`config.mk`:
```
export PLATFORM = sky130hd
export DESIGN_NAME = ad80305_rx_dc_corr
export DESIGN_NICKNAME = d
export VERILOG_FILES = /design/src/rtl/ad80305_rx_dc_corr.sv
export SDC_FILE = /design/constraint.sdc
export NUM_CORES = 1
export LEC_CHECK = 0
export BUFFER_PORTS_ARGS = -buffer_cell sky130_fd_sc_hd__buf_4
export CAP_MARGIN = 20
export CORE_MARGIN = 1
export CORE_UTILIZATION = 25
export DETAILED_ROUTE_END_ITERATION = 8
export GPL_ROUTABILITY_DRIVEN = 0
export GPL_TIMING_DRIVEN = 0
export SYNTH_ARGS = -nofsm -noshare
export SYNTH_HDL_FRONTEND = slang
export SYNTH_SLANG_ARGS = --single-unit
```
`constraint.sdc`:
```
create_clock -name i_fpga_clk_125p -period 4.6 [get_ports i_fpga_clk_125p]
set_input_delay 0.46 -clock i_fpga_clk_125p [delete_from_list [all_inputs] [get_ports i_fpga_clk_125p]]
set_output_delay 0.46 -clock i_fpga_clk_125p [all_outputs]
set_load 0.005 [all_outputs]
```
`src/rtl/ad80305_rx_dc_corr.sv`:
```
// AD80305 RX DC-offset estimator and corrector, 2-cycle latency.
// Define DC_TRACK_IIR_EN to smooth the estimate with a 1/4-gain IIR.
module ad80305_rx_dc_corr #(
  parameter int AVG_LOG2 = 10
) (
  input  logic               i_fpga_clk_125p,
  input  logic               i_fpga_rst_125p,
  input  logic               i_iqdata_fp,
  input  logic signed [11:0] i_idata,
  input  logic signed [11:0] i_qdata,
  input  logic               i_dc_bypass,
  input  logic               i_dc_set_sw,
  input  logic signed [7:0]  i_dc_corr_idata,
  input  logic signed [7:0]  i_dc_corr_qdata,
  output logic signed [11:0] o_aver_idata,
  output logic signed [11:0] o_aver_qdata,
  output logic               o_dc_upd,
  output logic               o_iqdata_fp,
  output logic signed [11:0] o_idata,
  output logic signed [11:0] o_qdata
);

  localparam int AW = 12 + AVG_LOG2;

  typedef enum logic {
    ACC  = 1'b0,
    DUMP = 1'b1
  } state_t;

  typedef struct packed {
    logic        v;
    logic        byp;
    logic [11:0] i;
    logic [11:0] q;
    logic [11:0] oi;
    logic [11:0] oq;
  } s1_t;

  state_t state, state_nx;
  logic   last;

  logic [AVG_LOG2-1:0] cnt;
  logic signed [AW-1:0] acc_i, acc_q;
  logic signed [AW-1:0] blk_i, blk_q;
  logic signed [11:0]   avg_i, avg_q;
  logic signed [11:0]   est_i, est_q;
  logic signed [11:0]   nxt_i, nxt_q;
  logic                 upd;

  s1_t s1, s1_nx;

  function automatic logic [11:0] sat12(
    input logic signed [13:0] x
  );
    if (x > 14'sd2047) return 12'h7FF;
    if (x < -14'sd2048) return 12'h800;
    return x[11:0];
  endfunction

  always_comb begin
    state_nx = state;
    last     = 1'b0;
    unique case (state)
      ACC: begin
        if (i_iqdata_fp && cnt == '1) begin
          state_nx = DUMP;
          last     = 1'b1;
        end
      end
      DUMP: state_nx = ACC;
    endcase
  end

  always_ff @(posedge i_fpga_clk_125p or negedge i_fpga_rst_125p) begin
    if (!i_fpga_rst_125p) state <= ACC;
    else                  state <= state_nx;
  end

  // Running sum including the current sample; its top 12 bits are the floor mean.
  assign blk_i = acc_i + {{AVG_LOG2{i_idata[11]}}, i_idata};
  assign blk_q = acc_q + {{AVG_LOG2{i_qdata[11]}}, i_qdata};

  always_ff @(posedge i_fpga_clk_125p or negedge i_fpga_rst_125p) begin
    if (!i_fpga_rst_125p) begin
      cnt   <= '0;
      acc_i <= '0;
      acc_q <= '0;
      avg_i <= '0;
      avg_q <= '0;
    end else if (i_iqdata_fp) begin
      cnt   <= cnt + 1'b1;
      acc_i <= last ? '0 : blk_i;
      acc_q <= last ? '0 : blk_q;
      if (last) begin
        avg_i <= blk_i[AW-1:AVG_LOG2];
        avg_q <= blk_q[AW-1:AVG_LOG2];
      end
    end
  end

`ifdef DC_TRACK_IIR_EN
  logic signed [13:0] d_i, d_q;
  assign d_i   = {{2{avg_i[11]}}, avg_i} - {{2{est_i[11]}}, est_i};
  assign d_q   = {{2{avg_q[11]}}, avg_q} - {{2{est_q[11]}}, est_q};
  assign nxt_i = sat12({{2{est_i[11]}}, est_i} + (d_i >>> 2));
  assign nxt_q = sat12({{2{est_q[11]}}, est_q} + (d_q >>> 2));
`else
  assign nxt_i = avg_i;
  assign nxt_q = avg_q;
`endif

  always_ff @(posedge i_fpga_clk_125p or negedge i_fpga_rst_125p) begin
    if (!i_fpga_rst_125p) begin
      est_i <= '0;
      est_q <= '0;
      upd   <= 1'b0;
    end else begin
      upd <= (state == DUMP);
      if (state == DUMP) begin
        est_i <= nxt_i;
        est_q <= nxt_q;
      end
    end
  end

  assign o_aver_idata = est_i;
  assign o_aver_qdata = est_q;
  assign o_dc_upd     = upd;

  always_comb begin
    s1_nx     = '0;
    s1_nx.v   = i_iqdata_fp;
    s1_nx.byp = i_dc_bypass;
    s1_nx.i   = i_idata;
    s1_nx.q   = i_qdata;
    s1_nx.oi  = i_dc_set_sw ? {{4{i_dc_corr_idata[7]}}, i_dc_corr_idata} : est_i;
    s1_nx.oq  = i_dc_set_sw ? {{4{i_dc_corr_qdata[7]}}, i_dc_corr_qdata} : est_q;
  end

  always_ff @(posedge i_fpga_clk_125p or negedge i_fpga_rst_125p) begin
    if (!i_fpga_rst_125p) begin
      s1          <= '0;
      o_iqdata_fp <= 1'b0;
      o_idata     <= '0;
      o_qdata     <= '0;
    end else begin
      s1          <= s1_nx;
      o_iqdata_fp <= s1.v;
      o_idata     <= s1.byp ? s1.i
                   : sat12({{2{s1.i[11]}}, s1.i} - {{2{s1.oi[11]}}, s1.oi});
      o_qdata     <= s1.byp ? s1.q
                   : sat12({{2{s1.q[11]}}, s1.q} - {{2{s1.oq[11]}}, s1.oq});
    end
  end

endmodule

```
======== Word-level counts from Yosys, hierarchy flattened ========
Index checks and enable logic that the tools add are counted.
W data, S select, Z words.
storage, ports and cells
  bits in registers ....................... 179
  input bits .............................. 45
  output and inout port bits .............. 50
  word-level logic and storage cells ...... 54
operators by class
  $add $sub $neg .......................... 5
  magnitude comparators ................... 4
  equality and inequality tests ........... 1
  muxes and demuxes ....................... 23
  bitwise gates (word level) .............. 1
  reductions and logical operators ........ 2
operator list
  operator                 number
  $mux W12                 12
  $add A22 B22 Y22         2
  $mux W22                 2
  $gt A13 B12 Y1 const B   2
  $lt A13 B12 Y1 const B   2
  $sub A12 B12 Y13         2
  $add A10 B1 Y10 const B  1
  $eq A10 B10 Y1 const B   1
  $mux W1                  8
  $pmux W1 S2              1
  $reduce_and A2 Y1        1
  $logic_and A1 B1 Y1      1
  $not A1 Y1               1

======== Logic depth before layout (Yosys ltp) ========
  depth after elaboration ................. 7
  depth in mapped cells ................... 12
  mapped depth without buffers ............ 11

======== Worst setup path after synthesis ========
Ideal clock, no wire load.
  kind .................................... input-to-reg
  from .................................... in i_qdata[0]
  to ...................................... reg acc_q[20]
  setup time .............................. 0.120 ns
  data arrival time ....................... 2.744 ns
  data required time ...................... 4.480 ns
  slack ................................... 1.736 ns
  cell stages on the path ................. 10
  buffers on the path ..................... 0
  cell sequence ........................... ha_1 fa_1 a21o_1 a21o_1 a2111oi_4 o31a_1 nand4b_1 a21oi_1 or3_1 a41o_1
on the way
  word-level cells in the longest chain between the ends .. 2
ends and longest elaborated chain
  what                    RTL line  text
  start: declaration      10        input logic signed [11:0] i_qdata,
  $add A22 B22 Y22        81        assign blk_q = acc_q + {{AVG_LOG2{i_qdata[11]}}, i_qdata};
  $mux W22                93        acc_q <= last ? '0 : blk_q;
  end signal: assignment  93
  end: declaration        43        logic signed [AW-1:0] acc_i, acc_q;
No other way between the ends.
A chain may end at the register's enable or synchronous reset.

======== Worst setup path after layout ========
  from .................................... reg s1[0] (netlist bit)
  to ...................................... reg o_qdata[7]
on the way
  word-level cells in the longest chain between the ends .. 7
  elaborated cells on any way between the ends .. 10
  classes of those cells .................. add/sub (1); order compare (2); mux (7)
ends and longest elaborated chain
  what                      RTL line  text
  start: declaration        50        s1_t s1, s1_nx;
  start signal: assignment  147       s1 <= s1_nx;
  $sub A12 B12 Y13 (*)      152       : sat12({{2{s1.q[11]}}, s1.q} - {{2{s1.oq[11]}}, s1.oq});
  $lt A13 B12 Y1            56        if (x < -14'sd2048) return 12'h800;
  $mux W1 (2 in a row)      56
  $mux W12                  57        return x[11:0];
  $mux W12 (*)              56
  $mux W12 (*)              151       o_qdata <= s1.byp ? s1.q
  end signal: assignment    151
  end: declaration          20        output logic signed [11:0] o_qdata
Mark *: on every way between the ends. The rest lies on a longest branch, timed or not. The select of a mux whose other input is x is not followed.

==> results_dict.tcl <==
set metrics [dict create \
    crit_family "compound AO/OA/AOI/OAI gates" \
    cts_sinks 179 \
    cts_setup_buffers 0 \
    row_count 71 \
    synth_fp_nets 1023 \
    arrival_ns 3.48 \
    startpoint_type "flop" \
    dr.first_iter.drc_count 393 \
    num-fill-cells 3838 \
    async_reset_ff_share_pct 100 \
    h-tree-depth 4 \
    cts_buffer_depth 2 \
    synth_top_family_by_area "compound AO/OA/AOI/OAI gates" \
    core_um2 37600 \
    crit_cells 11 \
    layout-drive-gt1-share_pct 17.3 \
    max_stage_delay_ns 0.43 \
    io_buffers 93 \
    power_frac_seq_pct 35.5 \
    status "finished with violations" \
    end_kind "flop" \
    cp_slowest_cell "dfrtp_1" \
    die_h_um 197 \
    setup_slack_ns 1.50 \
    path_max_fanout 6 \
    max-cap-violations 0 \
    synth.area.mux_share_pct 3.88 \
    cts_buffers 17 \
    syn_area_um2 9520 \
    synth_common_cells "179 x dfrtp_1, 83 x nand2_1, 73 x o21ai_0" \
    diodes 0 \
    holdBufCountCts 0 \
    crit_buf_inv 1 \
    place_area_um2 10900 \
    grt_max_degree 93 \
    crit_required_ns 4.98 \
    synth_cell_types 70 \
    min_period_over_period_pct 67.4 \
    share_comb_of_total_power_pct 39.2 \
    relSlewSlack_pct 48.0 \
    synth_compound_area_share_pct 19.0 \
    postLayoutCoreUtil_pct 30.5 \
    final_area_um2 11500 \
    pre_cts_slack_ns 1.36 \
    track_usage_pct 12.9 \
    tns_ns 0 \
    wirelength_um 24300 \
    p_sw_uw 2110 \
    ir_drop_v 0.000195 \
    grt_pass1_vias 7225 \
    path_cells "ha_1 > fa_1 > nor2b_1 > o21ai_1 > a21boi_0 > o21ai_0 > a31o_2 > a41oi_1 > and2_0 > clkbuf_1 > a221o_1" \
    powerDensity_nw_per_um2 497 \
    via_per_inst 4.62 \
    num_io_pins 95 \
    postRouteAntennaNets 0 \
    synth_top_area_cell "dfrtp_1" \
    die_x_um 197 \
    path_clk_slew_ns 0.07 \
    hold_class "in2async" \
    root_buffer "clkbuf_16" \
    yosysWarningCount 0 \
    die-area_um2 38800 \
    syn_area_per_cell_um2 10.5 \
    swShare_pct 37.0 \
    grt_pass1_wl_um 38800 \
    ctsResizeCount 0 \
    slew_violations 0 \
    yosys.area_share.simple_pct 10.6 \
    nets 1136 \
    wl_per_cell_um 15.7 \
    clock_power_share_pct 25.3 \
    crit_type "reg2reg" \
    netlist_instances 907 \
    hold_viol_final 0 \
    r2r.worst_path.cells 11 \
    start_util_pct 25.3 \
    drc 2 \
    yosys_most_used_dff "dfrtp_1" \
    synth_edf_count 0 \
    yosysSeqAreaShare_pct 47.1 \
    finalCriticalPeriod_ns 3.10 \
    via_count 7126 \
    antenna_found_initial 0 \
    area_delta_synth_final_pct 20.5 \
    synthTopCellsByArea "dfrtp_1 47%, ha_1 8.8%, o21ai_0 3.8%" \
    synth_top_area_share_pct 47.1 \
    grt_overflow 0 \
    drt-pass1-iter-count 7 \
    p_int_uw 3590 \
    synthXorXnorAreaFrac_pct 5.25 \
    cts_tree "built" \
    rsz0062_at_grt "no" \
    setup_violations 0 \
    dp_hpwl_um 18700 \
    leakage_uw 0.00517 \
    skew_ns 0.0105 \
    synth.most_common_cell "dfrtp_1" \
    synth-adder-area-share_pct 10.7 \
    synth.ff_latch_count 179 \
    worst_pin_slew_ns 0.779 \
    violations "design-rule violations" \
    clock.fmax_ghz 0.323 \
    clk_latency_ns 0.45 \
]
## worst paths after layout
kind                               startpoint              end  slack [ns]
max                                     s1[0]       o_qdata[7]        1.50
min                           i_fpga_rst_125p            s1[0]       0.002
max reg2reg                             s1[0]       o_qdata[7]        1.50
min reg2reg                            s1[49]      o_iqdata_fp        0.35
max in group asynchronous     i_fpga_rst_125p  o_aver_idata[2]        3.72
min in group i_fpga_clk_125p      i_iqdata_fp           s1[49]        0.12
## worst register-to-register path: cells and delay by family, from the launching register on
| family | cells | cell delay (ns) |
|---|---|---|
| compound gates | 6 | 1.38 |
| flops | 1 | 0.43 |
| buf+inv | 1 | 0.28 |
| fa+ha+maj | 2 | 0.66 |
| simple gates | 2 | 0.30 |
## cells by family after synthesis
kind of cell	after synthesis
AND/OR/NAND/NOR	210
XOR/XNOR	57
buffers and inverters	86
AO/OA/AOI/OAI	261
multiplexers	33
adder cells (fa/ha/maj)	81
flip-flops	179
## cell type report
class / count / area [µm²] / share of cell area (%)
multi-input combinational: 642 / 4710 / 41.0
sequential: 179 / 4480 / 39.1
timing repair buffer: 94 / 733 / 6.39
tap: 511 / 639 / 5.57
clock buffer: 17 / 425 / 3.71
inverter: 56 / 210 / 1.83
clock inverter: 15 / 155 / 1.35
buffer: 30 / 120 / 1.05
## per-stage QoR
step                      hold slack, ns  cells  power, µW
after global placement             0.336   1511       4220
after global routing              0.0595   1544       6110
after CTS                         0.0380   1544       5740
after detailed placement           0.336   1512       4270
final                            0.00244   1544       5700
after floorplan                    0.164    907       3720
## cells in the final DEF (no fill, tap or decap), types with 5 or more instances in the layout
cell type and instances:
clkbuf_16 17, nor3_1 15, inv_6 7, o31ai_1 5, and3_1 9, o21a_1 10, buf_2 6, nand2_1 83
xor2_1 26, nand4_1 5, buf_4 92, nor2_1 37, a31oi_1 6, a21o_1 19, o21ai_0 73, o21bai_1 6
dfrtp_1 179, xnor2_1 31, o2bb2ai_1 34, a21oi_1 37, inv_1 54, a311oi_1 5, o211ai_1 5, nand2b_1 9
a211oi_1 9, maj3_1 10, clkbuf_1 22, mux2_2 31, nor2b_1 17, nand3_1 10, a221o_1 8, ha_1 67
## metal layers
metal / GRT usage, % / part of all wire [%] / vias to the layer above
li1: - / - / 3502
met1: 15.2 / 43 / 3478
met5: 0 / 0 / -
met3: 2.75 / 3.4 / 35
met2: 22.1 / 50 / 111
met4: 6.37 / 3.6 / 0
## sequential cells by signal, indices dropped and copies added (netlist names)
signal,count
acc_q,22
o_aver_idata,12
o_dc_upd,1
avg_i,12
state,1
acc_i,22
s1,50
o_idata,12
avg_q,12
cnt,10
o_aver_qdata,12
o_qdata,12
o_iqdata_fp,1
## power groups by stage
stage / clock network (µW) / registers (µW) / logic (µW)
floorplan: 0 / 2010 / 1710
global route: 1540 / 2060 / 2510
global placement: 0 / 2050 / 2170
detailed placement: 0 / 2050 / 2220
finish: 1440 / 2020 / 2240
CTS: 1480 / 2020 / 2230
(Power assumes the default switching activity.)
